--- config.mk ---
export PLATFORM = sky130hd
export DESIGN_NAME = mem_cycle_responder
export DESIGN_NICKNAME = d
export VERILOG_FILES = /design/src/rtl/mem_cycle_responder.sv
export SDC_FILE = /design/constraint.sdc
export NUM_CORES = 1
export LEC_CHECK = 0
export CORE_MARGIN = 1.5
export CORE_UTILIZATION = 35
export CTS_BUF_LIST = sky130_fd_sc_hd__clkbuf_2
export CTS_CLUSTER_DIAMETER = 80
export DETAILED_ROUTE_END_ITERATION = 12
export PLACE_DENSITY = 0.68
export SLEW_MARGIN = 25
export SYNTH_ARGS = -nofsm -noshare
export SYNTH_HDL_FRONTEND = slang
export SYNTH_SLANG_ARGS = --single-unit
--- constraint.sdc ---
create_clock -name clk_i -period 3.1 [get_ports clk_i]
set_input_delay 0.62 -clock clk_i [delete_from_list [all_inputs] [get_ports clk_i]]
set_output_delay 0.62 -clock clk_i [all_outputs]
set_load 0.01 [all_outputs]
--- src/rtl/mem_cycle_responder.sv ---
`default_nettype none
// ============================================================================
// Module      : mem_cycle_responder
// Description : Memory-side responder to the major-state sequencer. Each
//               four-phase major cycle (F/D/E/H, phases 0..3) runs one memory
//               cycle here: address the core RAM in X1, capture the word into
//               MB (optionally modified), and write MB back in X3 when the
//               cycle calls for it. Handles auto-index on deferred cycles to
//               0010-0017, E-cycle writes from the datapath, and panel
//               EXAM/DEP during H cycles. rdy tells the sequencer MB is valid.
// Revision    : 1.0 - initial release
// ----------------------------------------------------------------------------
// Ports
//   clk_i           system clock
//   reset_i         synchronous active-high reset
//   state_i[4:0]    major state: [4]=0 for the sixteen cycle codes,
//                   [3:2] major (F=0, D=1, E=2, H=3), [1:0] phase (X0..X3)
//   instruction_i   current IR; PDP-8 bit k lives at vector bit 11-k
//   pc_i            program counter (same bit mapping)
//   exec_wr_i       datapath requests an E-cycle write (sampled in E2)
//   exec_wdata_i    data for the E-cycle write (sampled in E2)
//   sr_i            panel switch register
//   panel_dep_i     panel deposit request (sampled in H0 with trigger)
//   trigger_i       panel trigger
//   ram_addr_o      RAM address
//   ram_rd_o        RAM read strobe, one clock in X1
//   ram_we_o        RAM write strobe, one clock in X3 when a write is pending
//   ram_wdata_o     RAM write data (always MB)
//   ram_rdata_i     RAM read data, valid RD_LAT clocks after ram_rd_o
//   mb_o            memory buffer
//   ea_o            effective address of the current cycle
//   autoidx_o       high while an auto-index write-back is outstanding
//   rdy_o           MB valid for this cycle
// ============================================================================
module mem_cycle_responder #(
   parameter int AW     = 12,   // RAM address width, at most 12
   parameter int RD_LAT = 1     // RAM read latency in clocks, 1 or 2
) (
   input  logic          clk_i,
   input  logic          reset_i,
   input  logic [4:0]    state_i,
   input  logic [11:0]   instruction_i,
   input  logic [11:0]   pc_i,
   input  logic          exec_wr_i,
   input  logic [11:0]   exec_wdata_i,
   input  logic [11:0]   sr_i,
   input  logic          panel_dep_i,
   input  logic          trigger_i,
   output logic [AW-1:0] ram_addr_o,
   output logic          ram_rd_o,
   output logic          ram_we_o,
   output logic [11:0]   ram_wdata_o,
   input  logic [11:0]   ram_rdata_i,
   output logic [11:0]   mb_o,
   output logic [11:0]   ea_o,
   output logic          autoidx_o,
   output logic          rdy_o
);

   localparam logic [1:0] MAJ_F = 2'd0;
   localparam logic [1:0] MAJ_D = 2'd1;
   localparam logic [1:0] MAJ_E = 2'd2;
   localparam logic [1:0] MAJ_H = 2'd3;

   // The X1 clock itself is the address phase: it is served from IDLE so the
   // read strobe lines up with X1 without any look-ahead on state_i.
   typedef enum logic [1:0] {
      ST_IDLE = 2'd0,   // waiting for X1; issues the read in X1
      ST_WAIT = 2'd1,   // extra read latency (RD_LAT = 2 only)
      ST_CAP  = 2'd2,   // read data valid: load MB
      ST_WB   = 2'd3    // write-back slot
   } fsm_t;

   fsm_t        fsm_q, fsm_d;
   logic [11:0] ea_q, ea_d;
   logic [11:0] mb_q, mb_d;
   logic [1:0]  major_q, major_d;
   logic        wpend_q, wpend_d;
   logic        rdy_q, rdy_d;
   logic        autoidx_q, autoidx_d;
   logic        dep_q, dep_d;
   logic        exwr_q, exwr_d;
   logic [11:0] exdata_q, exdata_d;

   logic        w_valid;
   logic [1:0]  w_major;
   logic [1:0]  w_phase;
   logic        w_x0, w_x1, w_x3, w_e2;
   logic [11:0] w_direct;
   logic [11:0] w_ea;
   logic        w_issue;
   logic        w_autoidx_hit;
   logic        w_exec_wr;
   logic [11:0] w_exec_wdata;
   logic        w_unused;

   assign w_valid = ~state_i[4];
   assign w_major = state_i[3:2];
   assign w_phase = state_i[1:0];
   assign w_x0    = w_valid && (w_phase == 2'd0);
   assign w_x1    = w_valid && (w_phase == 2'd1);
   assign w_x3    = w_valid && (w_phase == 2'd3);
   assign w_e2    = w_valid && (w_major == MAJ_E) && (w_phase == 2'd2);

   // Opcode bits only matter to the datapath.
   assign w_unused = ^instruction_i[11:9];

   // Direct address: IR bit 4 selects current page (PC bits 0:4) or page 0,
   // IR bits 5:11 give the offset within the page.
   assign w_direct = {instruction_i[7] ? pc_i[11:7] : 5'b0, instruction_i[6:0]};

   always_comb begin
      w_ea = pc_i;
      case (w_major)
         MAJ_F:   w_ea = pc_i;
         MAJ_D:   w_ea = w_direct;
         // Indirect E cycles use the pointer fetched by the preceding D cycle.
         MAJ_E:   w_ea = instruction_i[8] ? mb_q : w_direct;
         default: w_ea = sr_i;
      endcase
   end

   assign w_issue       = w_x1 && (fsm_q == ST_IDLE);
   // PDP-8 bits 0:8 of EA equal to octal 001 means address 0010-0017.
   assign w_autoidx_hit = (ea_q[11:3] == 9'o001);
   // With RD_LAT=1 capture coincides with E2, so take the live request then;
   // with RD_LAT=2 capture is in E3 and uses the copy latched during E2.
   assign w_exec_wr     = w_e2 ? exec_wr_i    : exwr_q;
   assign w_exec_wdata  = w_e2 ? exec_wdata_i : exdata_q;

   always_comb begin
      fsm_d     = fsm_q;
      ea_d      = ea_q;
      mb_d      = mb_q;
      major_d   = major_q;
      wpend_d   = wpend_q;
      rdy_d     = rdy_q;
      autoidx_d = autoidx_q;
      dep_d     = dep_q;
      exwr_d    = exwr_q;
      exdata_d  = exdata_q;
      ram_rd_o  = 1'b0;
      ram_we_o  = 1'b0;

      if (w_e2) begin
         exwr_d   = exec_wr_i;
         exdata_d = exec_wdata_i;
      end

      if (w_x0) begin
         // Start of a major cycle (or a halt jump to H0): abandon whatever
         // was in flight, including a write that X3 never reached.
         fsm_d     = ST_IDLE;
         wpend_d   = 1'b0;
         rdy_d     = 1'b0;
         autoidx_d = 1'b0;
         exwr_d    = 1'b0;
         if (w_major != MAJ_H) begin
            dep_d = 1'b0;
         end else if (trigger_i) begin
            dep_d = panel_dep_i;
         end
      end else begin
         case (fsm_q)
            ST_IDLE: begin
               if (w_x1) begin
                  ram_rd_o = 1'b1;
                  ea_d     = w_ea;
                  major_d  = w_major;
                  fsm_d    = (RD_LAT == 2) ? ST_WAIT : ST_CAP;
               end
            end
            ST_WAIT: begin
               fsm_d = ST_CAP;
            end
            ST_CAP: begin
               rdy_d = 1'b1;
               fsm_d = ST_WB;
               mb_d  = ram_rdata_i;
               case (major_q)
                  MAJ_D: begin
                     if (w_autoidx_hit) begin
                        mb_d      = ram_rdata_i + 12'd1;
                        autoidx_d = 1'b1;
                        wpend_d   = 1'b1;
                     end
                  end
                  MAJ_E: begin
                     if (w_exec_wr) begin
                        mb_d    = w_exec_wdata;
                        wpend_d = 1'b1;
                     end
                  end
                  MAJ_H: begin
                     if (dep_q) begin
                        mb_d    = sr_i;
                        wpend_d = 1'b1;
                     end
                  end
                  default: ;
               endcase
            end
            default: begin
               // Write only if the sequencer is really in X3; a jump away
               // before X3 drops the write.
               if (wpend_q && w_x3) begin
                  ram_we_o = 1'b1;
               end
               wpend_d   = 1'b0;
               autoidx_d = 1'b0;
               dep_d     = 1'b0;
               fsm_d     = ST_IDLE;
            end
         endcase
      end
   end

   always_ff @(posedge clk_i) begin
      if (reset_i) begin
         fsm_q     <= ST_IDLE;
         ea_q      <= 12'd0;
         mb_q      <= 12'd0;
         major_q   <= MAJ_F;
         wpend_q   <= 1'b0;
         rdy_q     <= 1'b0;
         autoidx_q <= 1'b0;
         dep_q     <= 1'b0;
         exwr_q    <= 1'b0;
         exdata_q  <= 12'd0;
      end else begin
         fsm_q     <= fsm_d;
         ea_q      <= ea_d;
         mb_q      <= mb_d;
         major_q   <= major_d;
         wpend_q   <= wpend_d;
         rdy_q     <= rdy_d;
         autoidx_q <= autoidx_d;
         dep_q     <= dep_d;
         exwr_q    <= exwr_d;
         exdata_q  <= exdata_d;
      end
   end

   assign ram_addr_o  = w_issue ? w_ea[AW-1:0] : ea_q[AW-1:0];
   assign ram_wdata_o = mb_q;
   assign mb_o        = mb_q;
   assign ea_o        = ea_q;
   assign autoidx_o   = autoidx_q;
   assign rdy_o       = rdy_q;

endmodule
`default_nettype wire

# Word-level counts from Yosys, hierarchy flattened
# Index checks and enable logic that the tools add are counted.
# word_totals
latch_bits,0
rom_bits,0
input_bits,70
elab_cells,82
mem_count,0
out_inout_bits,52
ramBits,0
ff_bits,45
# op_classes
shifts,0
n_eq_ne,21
mul,0
div,0
n_bitwise,3
n_reduce_logical,18
n_lt_le_gt_ge,0
muxes,29
addsub,1
# ops
cell,n
$mux W12,6
$pmux W12 S3,2
$mux W1,15
$add A12 B1 Y12 const B,1
$eq A2 B2 Y1 const B,6
$eq A9 B1 Y1 const B,1
$ne A3 B3 Y1 const B,3
$eq A2 B1 Y1 const B,4
$logic_and A1 B1 Y1,7
$logic_not A2 Y1,3
$ne A2 B2 Y1 const B,3
$pmux W2 S3,1
$reduce_and A3 Y1,2
$mux W5,1
$reduce_and A5 Y1,1
$ne A2 B1 Y1 const B,2
$ne A4 B1 Y1 const B,1
$pmux W1 S2,2
$reduce_and A2 Y1,2
$reduce_or A2 Y1,2
$ne A3 B2 Y1 const B,1
$not A1 Y1,3
$pmux W1 S3,1
$reduce_or A3 Y1,1
$mux W2,1

# Logic depth before layout (Yosys ltp)
# Gate-level depths: netlist (run 1).
# depth
word_depth,7
ltp_mapped,8
depth_no_buf,6

# Worst setup path before layout (run 1)
# No wires, ideal clock.
# synth_timing
kind,input -> output
start,in instruction_i[8]
end,out ram_addr_o[3]
required_time_ns,2.480
path_slack_ns,0.501
path_stages,4
path_buffers,1
arrival_ns,1.979
path_cell_list,clkbuf_1 -> mux2_2 -> mux4_2 -> mux2_2
# synth_via
elab_chain_cells,3
# synth_rtl
item,line,text
"start, declared",42,"input logic [11:0] instruction_i,"
$mux W12,118,MAJ_E: w_ea = instruction_i[8] ? mb_q : w_direct;
$pmux W12 S3,114,case (w_major)
$mux W12,244,assign ram_addr_o = w_issue ? w_ea[AW-1:0] : ea_q[AW-1:0];
"end, declared",49,"output logic [AW-1:0] ram_addr_o,"
# Every way passes these cells.

# Worst setup path after layout (run 1)
# layout_timing
start,in instruction_i[8]
end,out ram_addr_o[0]
# The elaborated chain is that of the path after synthesis.

==> results.py, run 1 <==
metrics = {
    "outcome": {
        "status": "completed",
    },
    "grt": {
        "grt-ovfl-total": 0,
        "antenna_found_initial": 0,
        "grt_max_degree": 23,
        "grt_usage_pct": 21.2,
        "grt_pass1_wl_um": 16700,
        "grt_pass1_vias": 3272,
    },
    "finish": {
        "fillers": 848,
        "multiInputGateArea_um2": 2030,
        "final_core_util_pct": 51.9,
        "ff_latch_area_um2": 901,
        "fin_area_um2": 4540,
        "final_common_cell": "clkdlybuf4s50_1",
        "area_growth_pct": 42.3,
        "nets": 582,
        "drive_gt1_share_pct": 14.4,
        "final_cell_mix": "clkdlybuf4s50_1 (105), nand2_1 (56), dfxtp_1 (45)",
        "antennaDiodeCount": 0,
    },
    "timing": {
        "worstMarginPinSlew_ps": 889,
        "min_period_ps": 3040,
        "fin_skew_ps": 39.5,
        "fmax_mhz": 329,
        "rsz0062_at_grt": "no",
        "drv_slew": 0,
        "hold_viol_final": 0,
        "setup_viol": 0,
        "relSlewSlack_pct": 40.3,
        "period_share_pct": 98.1,
        "fin_tns_setup_ps": 0,
    },
    "pwr": {
        "power_density_nw_per_um2": 287,
        "p_leak_uw": 0.00167,
        "power_uw": 1300,
        "irDropWorstVdd_mv": 0.126,
    },
    "synth": {
        "ys.warnings.count": 0,
        "syn_inst": 398,
        "avgSynthCellArea_um2": 8.02,
        "synth-seq-cells": 45,
        "seq_area_frac_synth_pct": 28.2,
        "yosysUniqueCellTypes": 52,
        "syn-num-nets": 473,
        "syn_area_um2": 3190,
    },
    "detailed_routing": {
        "wl_um": 10500,
        "drc": 0,
        "viasPerCell": 5.65,
        "wire_per_inst_um": 17.0,
        "antenna_left": 0,
        "dr.pass1.iters": 5,
        "via_count": 3476,
        "drt_first_iter_violations": 257,
    },
    "clock_tree": {
        "cts.sinks": 45,
        "htreeDepth": 2,
        "cts_inserted_buffers": 5,
        "cts.clk_slew.worst_paths_ps": 200,
        "clockRootBuffer": "clkbuf_2",
        "clk-insertion-delay-late_ps": 450,
        "clockBufferDepth": 2,
        "cts_tree": "done",
        "cts_hold_buf": 0,
    },
    "setup_path": {
        "ff2ff_path_depth": 5,
        "critPathCaptureType": "output port",
        "startpoint": "instruction_i[8]",
        "regToRegSetupSlack_ps": 830,
        "regToRegStartpoint": "fsm_q[0]",
        "r2r-end": "mb_o[2]",
        "crit_buf_inv": 3,
        "start_kind": "primary input",
        "crit_slowest_cell": "mux4_2",
        "cp.arrival_ps": 2420,
        "cp_max_fo": 4,
        "worstPathRequired_ps": 2480,
        "worstPathCellList": "dlygate4sd2_1 > buf_2 > mux2_2 > mux4_2 > mux2_2 > dlygate4sd2_1",
        "critPathTopFamily": "multiplexers",
        "crit_path_max_incr_delay_ps": 440,
        "worst-setup-path-type": "primary input to output port",
    },
    "floorplan": {
        "placementRows": 34,
        "dieArea_um2": 9710,
        "die_x_um": 98.5,
        "die_h_um": 98.5,
        "start_util_pct": 36.4,
        "coreArea_um2": 8760,
        "ios": 122,
    },
    "flow_run": {
        "drv_cap": 0,
    },
    "worst_hold_path": {
        "min-delay-start": "exdata_q[4]",
        "hold_class": "flop to flop",
        "hold_path_end": "exdata_q[4]",
        "hold_depth": 2,
    },
    "placed_design": {
        "routabilityCongestion": 0.885,
        "dpl.hpwl_um": 7930,
        "portBuffers": 118,
        "dpl_cell_area_um2": 4510,
    },
}
## area by class of cell
type                    instances  area share (%)
multi-input cells             296            44.6
repair buffers                144            30.6
flip-flops and latches         45            19.8
well taps                     108            2.97
inverters                      15            1.24
clock buffers                   6           0.661
clock inverters                 1          0.0826
## stage by stage
step | hold WS, ps | std cells | setup WS (ps)
floorplan | 436 | 398 | 501
global placement | 442 | 607 | -330
detailed placement | 446 | 607 | -338
CTS | 474 | 615 | 49.1
global route | 495 | 615 | 20.5
finish | 471 | 615 | 58.9
## Yosys cell counts (all sizes together)
master	number	area share [%]
mux2i	8	2.5
a211o	2	0.55
nand4	5	0.98
a31oi	10	2.0
nor4	5	0.98
a2111oi	1	0.47
nand2b	4	0.78
a2111o	1	0.35
ha	5	2.0
nand2	57	6.9
mux2	19	6.7
o211a	2	0.63
nor4b	1	0.27
a32oi	2	0.55
a311o	1	0.31
a221oi	7	1.9
o221a	9	3.2
a311oi	5	1.4
clkbuf	22	2.6
or2	2	0.39
nand3b	1	0.24
a211oi	2	0.47
inv	15	1.8
or4b	1	0.43
o31ai	1	0.24
o21a	4	0.94
nor2	19	2.2
and2	14	2.8
buf	20	4.3
o21ai	42	6.6
dfxtp	45	28
a21oi	18	2.8
o211ai	6	1.4
or3	6	1.2
o31a	3	0.82
a22oi	1	0.24
xnor2	3	0.82
a221o	1	0.31
and3	1	0.20
nor2b	3	0.59
nand3	6	0.94
o41ai	2	0.55
nor3	9	1.6
mux4	7	4.9
## what timing repair did
action / 4_1_cts / 5_1_grt
setup endpoints to repair: 12 / 1
hold endpoints to repair: 0 / 0
buffers inserted: 0 / 0
pin swaps: 0 / 0
gates cloned: 1 / 0
resized for setup: 16 / 1
## kinds of logic (layout without fill, tap and decap cells)
| logic type | count (synthesis) | after routing | share of synthesized area [%] |
|---|---|---|---|
| buffers and inverters | 57 | 166 | 8.66 |
| AND/OR/NAND/NOR | 134 | 134 | 20.5 |
| flip-flops | 45 | 45 | 28.2 |
| AO/OA/AOI/OAI | 120 | 120 | 25.7 |
| adder cells (fa/ha/maj) | 5 | 5 | 1.96 |
| multiplexers | 34 | 34 | 14.1 |
| XOR/XNOR | 3 | 3 | 0.823 |
## sequential cells by signal (all words and copies together) (netlist names)
register   cells
fsm_q          2
wpend_q        1
autoidx_o      1
mb_o          12
exwr_q         1
ea_o          12
major_q        2
exdata_q      12
dep_q          1
rdy_o          1
## how the worst max path moves through the flow
stage,end,slack (ps),cells after the start
final,ram_addr_o[0],60,6
after floorplan,ram_addr_o[3],500,4
after detailed placement,ram_addr_o[3],-340,6
after global routing,ram_addr_o[2],20,6
after global placement,ram_addr_o[5],-330,6
after CTS,ram_addr_o[0],50,6
## where the power goes
group / internal [µW] / leakage [µW] / switching, µW
Clock: 52.5 / 0.0000265 / 196
Sequential: 605 / 0.000366 / 26.6
Combinational: 238 / 0.00128 / 186
Total: 896 / 0.00167 / 408
## metal layers
layer	vias up	share of wire (%)	wire length (µm)	GRT usage, %
met5	-	0	0	0
met4	0	1.7	178	5.96
met3	18	6.7	705	3.55
met2	163	47	4910	35.6
met1	1625	45	4670	28.3
li1	1670	-	-	-
## worst min-delay path, stage by stage (launching register included)
cell,delay (ps)
dfxtp_1,360
nand2_1,50
a21oi_1,50
Note: power is estimated with default switching activity, not from simulation.
==> run 2, diff against run 1 <==
--- a/config.mk
+++ b/config.mk
@@ -10,7 +10,7 @@
 export CTS_BUF_LIST = sky130_fd_sc_hd__clkbuf_2
 export CTS_CLUSTER_DIAMETER = 80
 export DETAILED_ROUTE_END_ITERATION = 12
-export PLACE_DENSITY = 0.68
+export PLACE_DENSITY = 0.63
 export SLEW_MARGIN = 25
 export SYNTH_ARGS = -nofsm -noshare
 export SYNTH_HDL_FRONTEND = slang
==> constraint.sdc (replaced) <==
create_clock -name clk_i -period 3.4 [get_ports clk_i]
set_input_delay 0.68 -clock clk_i [delete_from_list [all_inputs] [get_ports clk_i]]
set_output_delay 0.68 -clock clk_i [all_outputs]
set_load 0.01 [all_outputs]
==> results.py, run 2 (same netlist as run 1, synthesis figures left out) <==
metrics = {
    "detailed_routing": {
        "viasPerCell": 5.56,
        "via_count": 3375,
        "wl_um": 10500,
        "dr.pass1.iters": 5,
        "wire_per_inst_um": 17.3,
        "drc": 0,
        "drt_first_iter_violations": 216,
        "antenna_left": 0,
    },
    "clock_tree": {
        "cts_tree": "done",
        "clk-insertion-delay-late_ps": 440,
        "cts_hold_buf": 0,
        "cts_inserted_buffers": 5,
        "htreeDepth": 2,
        "cts.clk_slew.worst_paths_ps": 190,
        "clockRootBuffer": "clkbuf_2",
        "clockBufferDepth": 2,
        "cts.sinks": 45,
    },
    "grt": {
        "grt_pass1_vias": 3192,
        "grt-ovfl-total": 0,
        "grt_max_degree": 23,
        "antenna_found_initial": 0,
        "grt_pass1_wl_um": 16700,
        "grt_usage_pct": 21.2,
    },
    "flow_run": {
        "drv_cap": 0,
    },
    "floorplan": {
        "ios": 122,
        "die_x_um": 98.5,
        "coreArea_um2": 8760,
        "start_util_pct": 36.4,
        "die_h_um": 98.5,
        "placementRows": 34,
        "dieArea_um2": 9710,
    },
    "timing": {
        "fmax_mhz": 300,
        "period_share_pct": 98.0,
        "fin_skew_ps": 46.6,
        "setup_viol": 0,
        "worst_hold_slack_ps": 470,
        "drv_slew": 0,
        "rsz0062_at_grt": "no",
        "worstMarginPinSlew_ps": 890,
        "hold_viol_final": 0,
        "fin_tns_setup_ps": 0,
        "min_period_ps": 3330,
        "relSlewSlack_pct": 40.2,
    },
    "placed_design": {
        "portBuffers": 118,
        "routabilityCongestion": 0.816,
        "dpl.hpwl_um": 7840,
        "place_inst": 598,
    },
    "setup_path": {
        "worstPathRequired_ps": 2720,
        "crit_slowest_cell": "clkdlybuf4s50_1",
        "crit_top_cell": "mux2_2",
        "worstPathCellList": "clkdlybuf4s50_1 > buf_6 > mux2_2 > mux4_2 > mux2_2 > dlygate4sd2_1",
        "start_kind": "primary input",
        "critical_path_cell_count": 6,
        "crit_buf_inv": 3,
        "cp_max_fo": 8,
        "worst-setup-path-type": "primary input to output port",
        "cp.arrival_ps": 2650,
        "critPathTopFamily": "multiplexers",
        "ff2ff_path_depth": 5,
        "critPathCaptureType": "output port",
        "crit_path_max_incr_delay_ps": 480,
    },
    "finish": {
        "final_cell_mix": "clkdlybuf4s50_1 (106), nand2_1 (56), dfxtp_1 (45)",
        "layout.cells.non_filler": 607,
        "drive_gt1_share_pct": 13.0,
        "nets": 575,
        "antennaDiodeCount": 0,
        "area_growth_pct": 41.5,
        "final_core_util_pct": 51.5,
        "fillers": 861,
        "final_common_cell": "clkdlybuf4s50_1",
    },
    "pwr": {
        "power_uw": 1190,
        "irDropWorstVdd_mv": 0.122,
        "power_density_nw_per_um2": 262,
        "p_leak_uw": 0.00170,
    },
    "outcome": {
        "status": "completed",
    },
    "worst_hold_path": {
        "hold_class": "flop to flop",
        "hold_depth": 2,
    },
}
run 2: per-stage QoR:
step                      area (µm²)  worst slack (ps)
after floorplan                 3190               681
after global placement          4450              -148
after detailed placement        4450              -167
after CTS                       4480              29.0
after global routing            4520              19.3
final                           4520              67.7
run 2: path summary, 6_finish.rpt:
kind | from | end | slack [ps]
max | instruction_i[8] | ram_addr_o[0] | 70
min | exdata_q[11] | exdata_q[11] | 470
max reg2reg | fsm_q[1] | mb_o[2] | 1110
min reg2reg | exdata_q[11] | exdata_q[11] | 470
run 2: report_power, final:
| part | leakage [µW] | switching [µW] | internal, µW |
|---|---|---|---|
| Sequential | 0.000366 | 25.2 | 552 |
| Clock | 0.0000247 | 180 | 41.8 |
| Combinational | 0.00131 | 168 | 218 |
run 2: final cells by class:
| type | instances | area, µm² | area share [%] |
|---|---|---|---|
| multi-input cells | 296 | 2030 | 44.8 |
| well taps | 108 | 135 | 2.99 |
| flip-flops and latches | 45 | 901 | 19.9 |
| repair buffers | 137 | 1370 | 30.3 |
| clock inverters | 1 | 5.00 | 0.111 |
| inverters | 15 | 56.3 | 1.25 |
| clock buffers | 5 | 25.0 | 0.554 |
run 2: repair_timing:
item | CTS | global route
resized for setup | 9 | 5
pin swaps | 0 | 1
endpoints found under the setup margin | 12 | 7
buffers inserted | 0 | 3
run 2: worst reg2reg max path, stage by stage, from the launching register on:
cell,delay [ps]
dfxtp_1,550
nand2b_1,180
nor3_1,710
o21ai_0,290
a2111o_1,450
o211ai_1,80
run 2: layer usage:
layer  part of all wire, %  track usage [%]
met1                    46             28.8
met5                     0                0
met2                    46             35.8
met4                   1.2             4.33
met3                   6.6             3.48
